**config.mk**
```make
export PLATFORM = sky130hd
export DESIGN_NAME = isa_io_arbiter
export DESIGN_NICKNAME = d
export VERILOG_FILES = /design/src/rtl/isa_io_arbiter.sv
export SDC_FILE = /design/constraint.sdc
export NUM_CORES = 1
export LEC_CHECK = 0
export CAP_MARGIN = 20
export CORE_MARGIN = 8
export CORE_UTILIZATION = 41
export CTS_CLUSTER_SIZE = 24
export DETAILED_ROUTE_END_ITERATION = 12
export PLACE_DENSITY = 0.9
export SLEW_MARGIN = 15
export SYNTH_ARGS = -nofsm -noshare
export SYNTH_HDL_FRONTEND = slang
export SYNTH_SLANG_ARGS = --single-unit
```
**constraint.sdc**
```tcl
create_clock -name bus_clock -period 3.6 [get_ports bus_clock]
set_input_delay 0.54 -clock bus_clock [delete_from_list [all_inputs] [get_ports bus_clock]]
set_output_delay 0.54 -clock bus_clock [all_outputs]
set_load 0.01 [all_outputs]
```
**src/rtl/isa_io_arbiter.sv**
```systemverilog
// Round-robin arbiter and ISA I/O cycle sequencer sharing one bus master port among NREQ requesters.
// Optional `ISA_IO_TIMEOUT_EN bounds iochrdy wait states to TIMEOUT cycles and flags them on err.
module isa_io_arbiter #(
   parameter int NREQ    = 4,
   parameter int SETUP   = 2,
   parameter int STROBE  = 4,
   parameter int HOLD    = 1,
   parameter int TIMEOUT = 255
) (
   input  logic                 bus_clock,
   input  logic                 reset_n,
   input  logic [NREQ-1:0]      req,
   input  logic [NREQ-1:0]      req_we,
   input  logic [NREQ*16-1:0]   req_addr,
   input  logic [NREQ*16-1:0]   req_wdata,
   output logic [NREQ-1:0]      gnt,
   output logic [NREQ-1:0]      done,
   output logic                 err,
   output logic [15:0]          rdata,
   output logic [15:0]          address,
   output logic [15:0]          data_out,
   input  logic [15:0]          data_in,
   output logic                 data_dir,
   output logic                 ior_n,
   output logic                 iow_n,
   input  logic                 iochrdy
);

   localparam int PW = (NREQ > 1) ? $clog2(NREQ) : 1;

   typedef enum logic [2:0] {
      S_IDLE, S_SETUP, S_STROBE, S_WAIT, S_HOLD, S_DONE
   } state_t;

   state_t          state, state_nx;
   logic [PW-1:0]   ptr, sel;
   logic            found;
   logic [15:0]     cnt, cnt_nx;
   logic            we;
   logic            capture;
   logic            strobe_on;
   int              j;
`ifdef ISA_IO_TIMEOUT_EN
   logic            timeout_hit;
   logic            timed_out;
`endif

   // First asserted request at or after ptr, searching cyclically.
   always_comb begin
      found = 1'b0;
      sel   = '0;
      j     = 0;
      for (int i = 0; i < NREQ; i++) begin
         j = int'(ptr) + i;
         if (j >= NREQ) j = j - NREQ;
         if (!found && req[j]) begin
            found = 1'b1;
            sel   = PW'(j);
         end
      end
   end

   always_comb begin
      state_nx = state;
      cnt_nx   = cnt + 16'd1;
      capture  = 1'b0;
`ifdef ISA_IO_TIMEOUT_EN
      timeout_hit = 1'b0;
`endif
      case (state)
         S_IDLE: begin
            cnt_nx = '0;
            if (found) state_nx = S_SETUP;
         end
         S_SETUP: begin
            if (cnt == 16'(SETUP - 1)) begin
               state_nx = S_STROBE;
               cnt_nx   = '0;
            end
         end
         S_STROBE: begin
            if (cnt == 16'(STROBE - 1)) begin
               cnt_nx = '0;
               if (iochrdy) begin
                  state_nx = S_HOLD;
                  capture  = 1'b1;
               end else begin
                  state_nx = S_WAIT;
               end
            end
         end
         S_WAIT: begin
            if (iochrdy) begin
               state_nx = S_HOLD;
               cnt_nx   = '0;
               capture  = 1'b1;
            end else if (cnt == 16'(TIMEOUT - 1)) begin
`ifdef ISA_IO_TIMEOUT_EN
               state_nx    = S_HOLD;
               cnt_nx      = '0;
               timeout_hit = 1'b1;
`else
               // Wait is unbounded; the length counter just saturates.
               cnt_nx = cnt;
`endif
            end
         end
         S_HOLD: begin
            if (cnt == 16'(HOLD - 1)) begin
               state_nx = S_DONE;
               cnt_nx   = '0;
            end
         end
         S_DONE: begin
            state_nx = S_IDLE;
            cnt_nx   = '0;
         end
         default: begin
            state_nx = S_IDLE;
            cnt_nx   = '0;
         end
      endcase
   end

   assign strobe_on = (state_nx == S_STROBE) || (state_nx == S_WAIT);

   // Bus outputs are registered from the next state so pins change cleanly on the edge.
   always_ff @(posedge bus_clock or negedge reset_n) begin
      if (!reset_n) begin
         state    <= S_IDLE;
         cnt      <= '0;
         ptr      <= '0;
         we       <= 1'b0;
         gnt      <= '0;
         done     <= '0;
         rdata    <= '0;
         address  <= '0;
         data_out <= '0;
         data_dir <= 1'b0;
         ior_n    <= 1'b1;
         iow_n    <= 1'b1;
      end else begin
         state <= state_nx;
         cnt   <= cnt_nx;
         if (state == S_IDLE && found) begin
            gnt      <= {{(NREQ-1){1'b0}}, 1'b1} << sel;
            ptr      <= (sel == PW'(NREQ - 1)) ? '0 : sel + 1'b1;
            we       <= req_we[sel];
            address  <= req_addr[int'(sel)*16 +: 16];
            data_out <= req_we[sel] ? req_wdata[int'(sel)*16 +: 16] : 16'h0000;
            data_dir <= req_we[sel];
         end
         if (state == S_DONE) begin
            gnt      <= '0;
            address  <= '0;
            data_out <= '0;
            data_dir <= 1'b0;
         end
         if (capture && !we) rdata <= data_in;
`ifdef ISA_IO_TIMEOUT_EN
         if (timeout_hit && !we) rdata <= 16'hFFFF;
`endif
         ior_n <= !(strobe_on && !we);
         iow_n <= !(strobe_on && we);
         done  <= (state_nx == S_DONE) ? gnt : '0;
      end
   end

`ifdef ISA_IO_TIMEOUT_EN
   always_ff @(posedge bus_clock or negedge reset_n) begin
      if (!reset_n) begin
         timed_out <= 1'b0;
         err       <= 1'b0;
      end else begin
         if (state == S_IDLE) timed_out <= 1'b0;
         else if (timeout_hit) timed_out <= 1'b1;
         err <= (state_nx == S_DONE) && timed_out;
      end
   end
`else
   assign err = 1'b0;
`endif

endmodule

```
# ---- Yosys cells after proc, flatten, opt, wreduce, memory -nomap -nowiden
# Cells that the tools add are included.
dict set report totals {
  regBits 81
  out_inout_bits 60
  elab_cells 116
}
dict set report classes {
  addsub 9
  order_cmp 9
  n_eq_ne 13
  shift 3
  mux 53
  reduce_logical 17
}
# op count
set op_table {}
lappend op_table {{$mux 16} 10}
lappend op_table {{$lt 32x4->1 const B} 4}
lappend op_table {{$mux 32} 4}
lappend op_table {{$shiftx 64x7->16} 2}
lappend op_table {{$pmux 16 s4} 1}
lappend op_table {{$mux 3} 6}
lappend op_table {{$mux 1} 17}
lappend op_table {{$add 16x1->16 const B} 1}
lappend op_table {{$eq 16x1->1 const B} 1}
lappend op_table {{$eq 16x2->1 const B} 1}
lappend op_table {{$eq 16x8->1 const B} 1}
lappend op_table {{$logic_not 16->1} 1}
lappend op_table {{$pmux 3 s5} 1}
lappend op_table {{$eq 3x2->1 const B} 4}
lappend op_table {{$mux 4} 3}
lappend op_table {{$sub 3x3->4 const B} 3}
lappend op_table {{$bmux 1 s2} 5}
lappend op_table {{$mux 2} 5}
lappend op_table {{$eq 3x3->1 const B} 3}
lappend op_table {{$ge 3x3->1 const B} 3}
lappend op_table {{$logic_and 1x1->1} 7}
lappend op_table {{$add 2x2->3 const B} 2}
lappend op_table {{$logic_not 1->1} 6}
lappend op_table {{$shl 1x2->4 const A} 1}
lappend op_table {{12 further kinds} 12}

# ---- Depth between registers and ports, before layout
# Gate-level depths: netlist of run 1.
dict set report depth {
  ltp_word 21
  ltp_mapped 9
  mapped_depth_nobuf 8
}

# ---- Worst setup path before layout of run 1
# OpenSTA, ideal clock, no wires.
dict set report synth_timing {
  kind {reg2reg}
  startpoint {reg cnt[2]}
  endpoint {reg rdata[10]}
  setup_ps 125
  t_arrival_ps 2378
  setup_slack_ps 1097
  path_stages_with_launch 8
  path_buffers 1
  cell_sequence {dfrtp_1 -> or4_4 -> nor4_4 -> a21oi_2 -> nand2b_4 -> nor3_4 -> buf_12 -> mux2_4}
}
dict set report synth_between {
  elab_chain_len 4
}
# item line
set synth_lines {}
lappend synth_lines {{from (decl)} 38} ;# logic [15:0] cnt, cnt_nx;
lappend synth_lines {{from (signal assigned)} 144} ;# cnt <= cnt_nx;
lappend synth_lines {{$eq 16x2->1} 82} ;# if (cnt == 16'(STROBE - 1)) begin
lappend synth_lines {{$mux 1} 82}
lappend synth_lines {{$pmux 1 s2} 70} ;# case (state)
lappend synth_lines {{$logic_and 1x1->1} 159} ;# if (capture && !we) rdata <= data_in;
lappend synth_lines {{to (signal assigned)} 159}
lappend synth_lines {{to (decl)} 19} ;# output logic [15:0] rdata,
# No other way between the ends.
# A chain may end at the register's enable or synchronous reset.

# ---- Final worst setup path of run 1
dict set report layout_timing {
  startpoint {in req[0]}
  endpoint {reg data_out[14]}
}
dict set report layout_between {
  elab_chain_len 18
  word_cells_on_any_way 34
  classes_between {shift: 1; mux: 25; reduce/logical: 8}
}
# item line
set layout_lines {}
lappend layout_lines {{from (decl)} 12} ;# input logic [NREQ-1:0] req,
lappend layout_lines {{branches (longest 18 deep; another with $bmux 1 s2)} -}
lappend layout_lines {{to (signal assigned)} 150} ;# data_out <= req_we[sel] ? req_wdata[int'(sel)*16 +: 16] : 16'h0000;
lappend layout_lines {{to (decl)} 21} ;# output logic [15:0] data_out,
# Several ways; the timed one is not identified. The select of a mux whose other input is x is not followed.

==> summary.txt, run 1 <==
outcome: finished clean
Pwr Density: 655 mW/mm^2
most common cell after layout, fill and taps aside: clkdlybuf4s50_1
first-pass GRT wire length: 23.0 mm
post_cts resized: 0
worst reg2reg setup slack: 0.91 ns
Crit path required time: 3.88 ns
fraction of layout cells with a size suffix above 1: 9.50%
Tcrit/Tclk final: 79.5%
vias: 4148
Static Leakage: 3.06 nW
Final Max Tran Viols: 0
Clk Latency, worst-skew pair: 0.35 ns
Routed wire per std cell: 18.5 um
Final Critical Period: 2.86 ns
postcts setup bufs: 0
most frequent cells in the layout: clkdlybuf4s50_1, dfrtp_1, nand2_1
initial antenna violation count: 0
worst hold path type: in -> async
routability congestion estimate: 0.813
total global-route track usage: 19.6%
vias in the first global route: 4581
Die Area: 0.0146 mm^2
layout net count: 800
Top Ports: 215
mapped cell area: 0.00449 mm^2
Sinks on Clock Net: 81
synthesized flop and latch total: 81
Mapped Avg Cell Area: 10.6 um^2
drt drc: 0
Detail Placement HPWL: 11.3 mm
Filler cells: 846
hold_buf cts: 0
clock tree root driver cell: clkbuf_8
# rows: 38
EDFF count, synth: 0
setup TNS: 0 ns
syn_nets: 587
Synth warnings: 0
Core Util, Final: 64.8%
H-tree depth: 3
Final Setup Violations: 0
Max Clk Rate: 349 MHz
Synth cell types: 56
die width: 121 um
crit start category: input pin
clock skew: 0.0105 ns
Worst Slack Setup Final: 0.738 ns
Max-cap violations: 0
crit path capture type: flop
Worst-path clk slew: 0.09 ns
Post-Layout Cell Count: 782
IO Port Bufs: 213
Hold Slack: 0.101 ns
RSZ-0062 raised after global routing: no
peak supply drop: 0.000343 V
pre-CTS setup slack: 0.389 ns
Worst Reg-to-Reg Cells: 7
multi-input logic area: 0.00231 mm^2
Worst slew margin: 44.5%
CTS tree: done
DR vias/cell: 5.30
CTS Buf Count: 9
worst-margin pin slew: 0.833 ns
n_diodes: 0
Die Ht: 121 um
Worst Setup Path Type: in -> reg
Core Box Area: 0.0107 mm^2
Sequential Area: 0.00203 mm^2
Initial Util: 41.8%
drt first-iter violations: 182
Worst Path Arrival: 3.15 ns
register area share after synthesis: 45.2%
cell count after synthesis: 424
Final Hold Vio Count: 0
grt total ovfl: 0
crit-path max FO: 18
asr flop ratio synth: 100%
largest net degree at the start of global routing: 82
drt pass-1 iters: 4
final WL: 14.4 mm
CTS Buffer Depth: 2
Primary FF master, synth: dfrtp_1
dpl cells: 765
final antenna-violating net count: 0
area grow syn2layout: 55.0%
-- critical path: stages --
cell and delay (ns):
clkdlybuf4s50_1 0.56, nor2_1 0.07, a211o_1 0.32, nor2_1 0.28, nand2_2 0.31, o22ai_2 0.78
a32o_1 0.28
-- kinds of logic after synthesis --
| group | synth area share, % |
|---|---|
| compound gates | 11.7 |
| other cells | 0.0835 |
| xor+xnor | 2.14 |
| simple gates | 15.8 |
| buf+inv | 3.37 |
| fa+ha+maj | 2.23 |
| mux | 19.5 |
| flops | 45.2 |
-- where the power goes --
group          leakage (nW)  switching [W]  internal (W)  total [W]
clock                0.0915       0.000363      0.000258   0.000621
combinational          1.93        0.00117       0.00129    0.00246
sequential             1.04       0.000242       0.00124    0.00148
-- per-stage QoR --
step                cell area [um^2]  power (W)
detailed placement              6760    0.00396
global placement                6760    0.00384
finish                          6960    0.00456
global route                    6960    0.00487
CTS                             6940    0.00459
floorplan                       4490    0.00284
-- state kept, by name, indices dropped and copies added, names as in the netlist --
name and flops:
we 1, ior_n 1, cnt 16, data_out 16
rdata 16, ptr 2, state 3, address 16
done 4, iow_n 1, data_dir 1, gnt 4
-- per-layer routing --
layer | part of all wire [%] | wire (um) | up-vias | global-route usage [%]
li1 | - | - | 1952 | -
met5 | 0 | 0 | - | 0
met3 | 7.9 | 1140 | 28 | 6.57
met4 | 2.6 | 372 | 0 | 8.82
met2 | 52 | 7550 | 172 | 35.1
met1 | 37 | 5380 | 1996 | 20.3
-- cell type report --
type                    count  area share [%]
clock inverters             7           0.791
clock buffers               9            1.78
multi-input cells         314            33.2
repair buffers            223            32.1
well taps                 140            2.52
inverters                   8           0.431
flip-flops and latches     81            29.1
-- synthesized netlist by cell type, drive strengths merged (7+ instances only) --
master   n  area share [%]
dfrtp   79              44
nand2   75             6.4
mux2i   66              15
nor2    27             2.3
a32o    16             3.6
mux2    16             4.8
o221ai  16             3.1
buf     11             1.9
nor3    11             1.6
a21oi   10             1.2
clkbuf  10            0.84
ha       8             2.2
inv      8            0.67
nand3    7            0.78
-- final timing paths --
kind                              start            to
setup reg to reg                 cnt[2]      rdata[5]
setup / recovery                 req[0]  data_out[14]
min in group bus_clock     data_out[13]  data_out[13]
hold reg to reg            data_out[13]  data_out[13]
max in group asynchronous       reset_n         iow_n
hold / removal                  reset_n        cnt[8]
Power figures use the tool's default switching activity.
==> run 2, diff against run 1 <==
--- a/config.mk
+++ b/config.mk
@@ -7,10 +7,10 @@
 export LEC_CHECK = 0
 export CAP_MARGIN = 20
 export CORE_MARGIN = 8
-export CORE_UTILIZATION = 41
+export CORE_UTILIZATION = 37
 export CTS_CLUSTER_SIZE = 24
 export DETAILED_ROUTE_END_ITERATION = 12
-export PLACE_DENSITY = 0.9
+export PLACE_DENSITY = 0.86
 export SLEW_MARGIN = 15
 export SYNTH_ARGS = -nofsm -noshare
 export SYNTH_HDL_FRONTEND = slang
==> constraint.sdc (replaced) <==
create_clock -name bus_clock -period 2.45 [get_ports bus_clock]
set_input_delay 0.3675 -clock bus_clock [delete_from_list [all_inputs] [get_ports bus_clock]]
set_output_delay 0.3675 -clock bus_clock [all_outputs]
set_load 0.01 [all_outputs]
==> run 2 against run 1 <==
Final area up 4.1%; count of clock-buffer cells in the layout up 1; largest cell class is now buffers; worst hold slack worse by 0.031 ns; utilization down 3.9 points; critical path type is now reg -> reg; clock power up 130%; sequential power up 46%; clock skew down 0.0019 ns.
==> summary.txt, run 2 (same netlist as run 1, synthesis figures left out) <==
Post-Layout Cell Count: 801 (+2.4%)
vias: 4179 (+0.75%)
Final Max Tran Viols: 0 (unchanged)
Clk Latency, worst-skew pair: 0.33 ns (-0.02 ns)
IO Port Bufs: 213 (unchanged)
Die Area: 0.0159 mm^2 (+9.3%)
crit-path max FO: 16 (-2)
Sinks on Clock Net: 81 (unchanged)
routability congestion estimate: 0.828 (+1.9%)
Tcrit/Tclk final: 95.1%
grt total ovfl: 0 (unchanged)
Cell Chain, Critical Path: or4_4 > nor4_4 > a21oi_2 > nand2b_4 > nor3_4 > buf_12 > mux2_2
n_diodes: 0 (unchanged)
first-pass GRT wire length: 23.3 mm (+1.4%)
Worst Setup Path Type: reg -> reg
Top Ports: 215 (unchanged)
Worst Path Arrival: 2.55 ns (-0.60 ns)
total global-route track usage: 18.0% (-1.6 points)
RSZ-0062 raised after global routing: no
die width: 126 um (+4.6%)
most common cell after layout, fill and taps aside: clkdlybuf4s50_1
crit path capture type: flop
Worst slew margin: 56.7% (+12 points)
postcts setup bufs: 0 (unchanged)
Crit path required time: 2.67 ns (-1.21 ns)
peak supply drop: 0.000480 V (+40%)
outcome: finished clean
vias in the first global route: 4706 (+2.7%)
worst hold path type: in -> async
Routed wire per std cell: 17.9 um (-3.2%)
worst-margin pin slew: 0.649 ns (-0.184 ns)
largest net degree at the start of global routing: 51 (-38%)
Final Setup Violations: 0 (unchanged)
fraction of layout cells with a size suffix above 1: 11.2% (+1.7 points)
H-tree depth: 3 (unchanged)
Static Leakage: 3.19 nW (+4.4%)
Max Clk Rate: 429 MHz
Final Hold Vio Count: 0 (unchanged)
Worst-path clk slew: 0.07 ns (-0.02 ns)
Core Util, Final: 60.9% (-3.9 points)
drt pass-1 iters: 5 (+1)
Max stage delay on crit path: 0.56 ns (-0.22 ns)
cell family with most CP delay: simple AND/OR/NAND/NOR gates
clock tree root driver cell: clkbuf_16
crit start category: flop
CP max stage cell: or4_4
most frequent cells in the layout: clkdlybuf4s50_1, dfrtp_1, nand2_1
Post-Layout Inst Area: 0.00725 mm^2 (+4.1%)
Initial Util: 37.7% (-4.1 points)
CTS tree: done
drt first-iter violations: 184 (+1.1%)
Hold Slack: 0.0694 ns (-0.0312 ns)
drt drc: 0 (unchanged)
Pwr Density: 1020 mW/mm^2 (+55%)
initial antenna violation count: 0 (unchanged)
# rows: 40 (+5.3%)
layout net count: 812 (+1.5%)
Post-DP Area: 0.00694 mm^2 (+2.7%)
final antenna-violating net count: 0 (unchanged)
clock skew: 0.00853 ns (-0.00194 ns)
area grow syn2layout: 61.3%
DR vias/cell: 5.22 (-1.6%)
Max-cap violations: 0 (unchanged)
final WL: 14.3 mm (-0.83%)
hold_buf cts: 0 (unchanged)
crit path buf inv count: 1 (unchanged)
Die Ht: 126 um (+4.6%)
Core Box Area: 0.0119 mm^2 (+11%)
post_cts resized: 0 (unchanged)
Detail Placement HPWL: 11.5 mm (+1.7%)
CTS Buf Count: 9 (unchanged)
CTS Buffer Depth: 2 (unchanged)
dpl cells: 785 (+2.6%)
Final Critical Period: 2.33 ns
==> run 2: final cells by class <==
class                      count  area [um^2]
inverter                       8         30.0
tap                          147          184
fill                         964         4660
clock buffer                  10          239
multi-input combinational    314         2310
timing repair buffer         235         2380
clock inverter                 6         72.6
sequential                    81         2030
==> run 2: worst paths after layout <==
path	depth (start not counted)	startpoint	end	slack [ns]
worst max-delay path	7	cnt[15]	rdata[4]	0.12
worst min-delay path	1	reset_n	done[1]	0.07
worst max register to register	7	cnt[15]	rdata[4]	0.12
worst min register to register	2	address[15]	address[15]	0.49
max in group asynchronous	2	reset_n	iow_n	1.72
min in group bus_clock	2	address[15]	address[15]	0.49
==> run 2: worst register-to-register path: stages (launching register included) <==
cell and delay (ns):
dfrtp_1 0.39, or4_4 0.56, nor4_4 0.32, a21oi_2 0.09
nand2b_4 0.16, nor3_4 0.15, buf_12 0.19, mux2_2 0.35
==> run 2: per-stage QoR <==
step,power [W],setup WS (ns),setup TNS (ns)
final,0.00738,0.120,0
after global routing,0.00783,0.0211,0
after CTS,0.00746,0.108,0
after detailed placement,0.00602,-0.0449,-0.0773
after global placement,0.00588,0.0903,0
after floorplan,0.00417,0.0122,0
==> run 2: per-layer routing <==
metal	vias to the layer above	track usage, %	wire [um]
met5	-	0	0
met4	0	8.35	475
met3	34	5.44	986
met2	167	32.2	7340
met1	1997	19.0	5510
li1	1981	-	-
==> run 2: where the power goes <==
group          switching (W)  total (W)  internal [W]
clock network       0.000575    0.00141      0.000830
logic                0.00174    0.00381       0.00207
registers           0.000335    0.00216       0.00183
total                0.00265    0.00738       0.00473
==> run 3, diff against run 2 <==
--- a/config.mk
+++ b/config.mk
@@ -8,7 +8,6 @@
 export CAP_MARGIN = 20
 export CORE_MARGIN = 8
 export CORE_UTILIZATION = 37
-export CTS_CLUSTER_SIZE = 24
 export DETAILED_ROUTE_END_ITERATION = 12
 export PLACE_DENSITY = 0.86
 export SLEW_MARGIN = 15
==> results of run 3 <==
No change in the layout: final DEF, timing and power equal those of run 2.
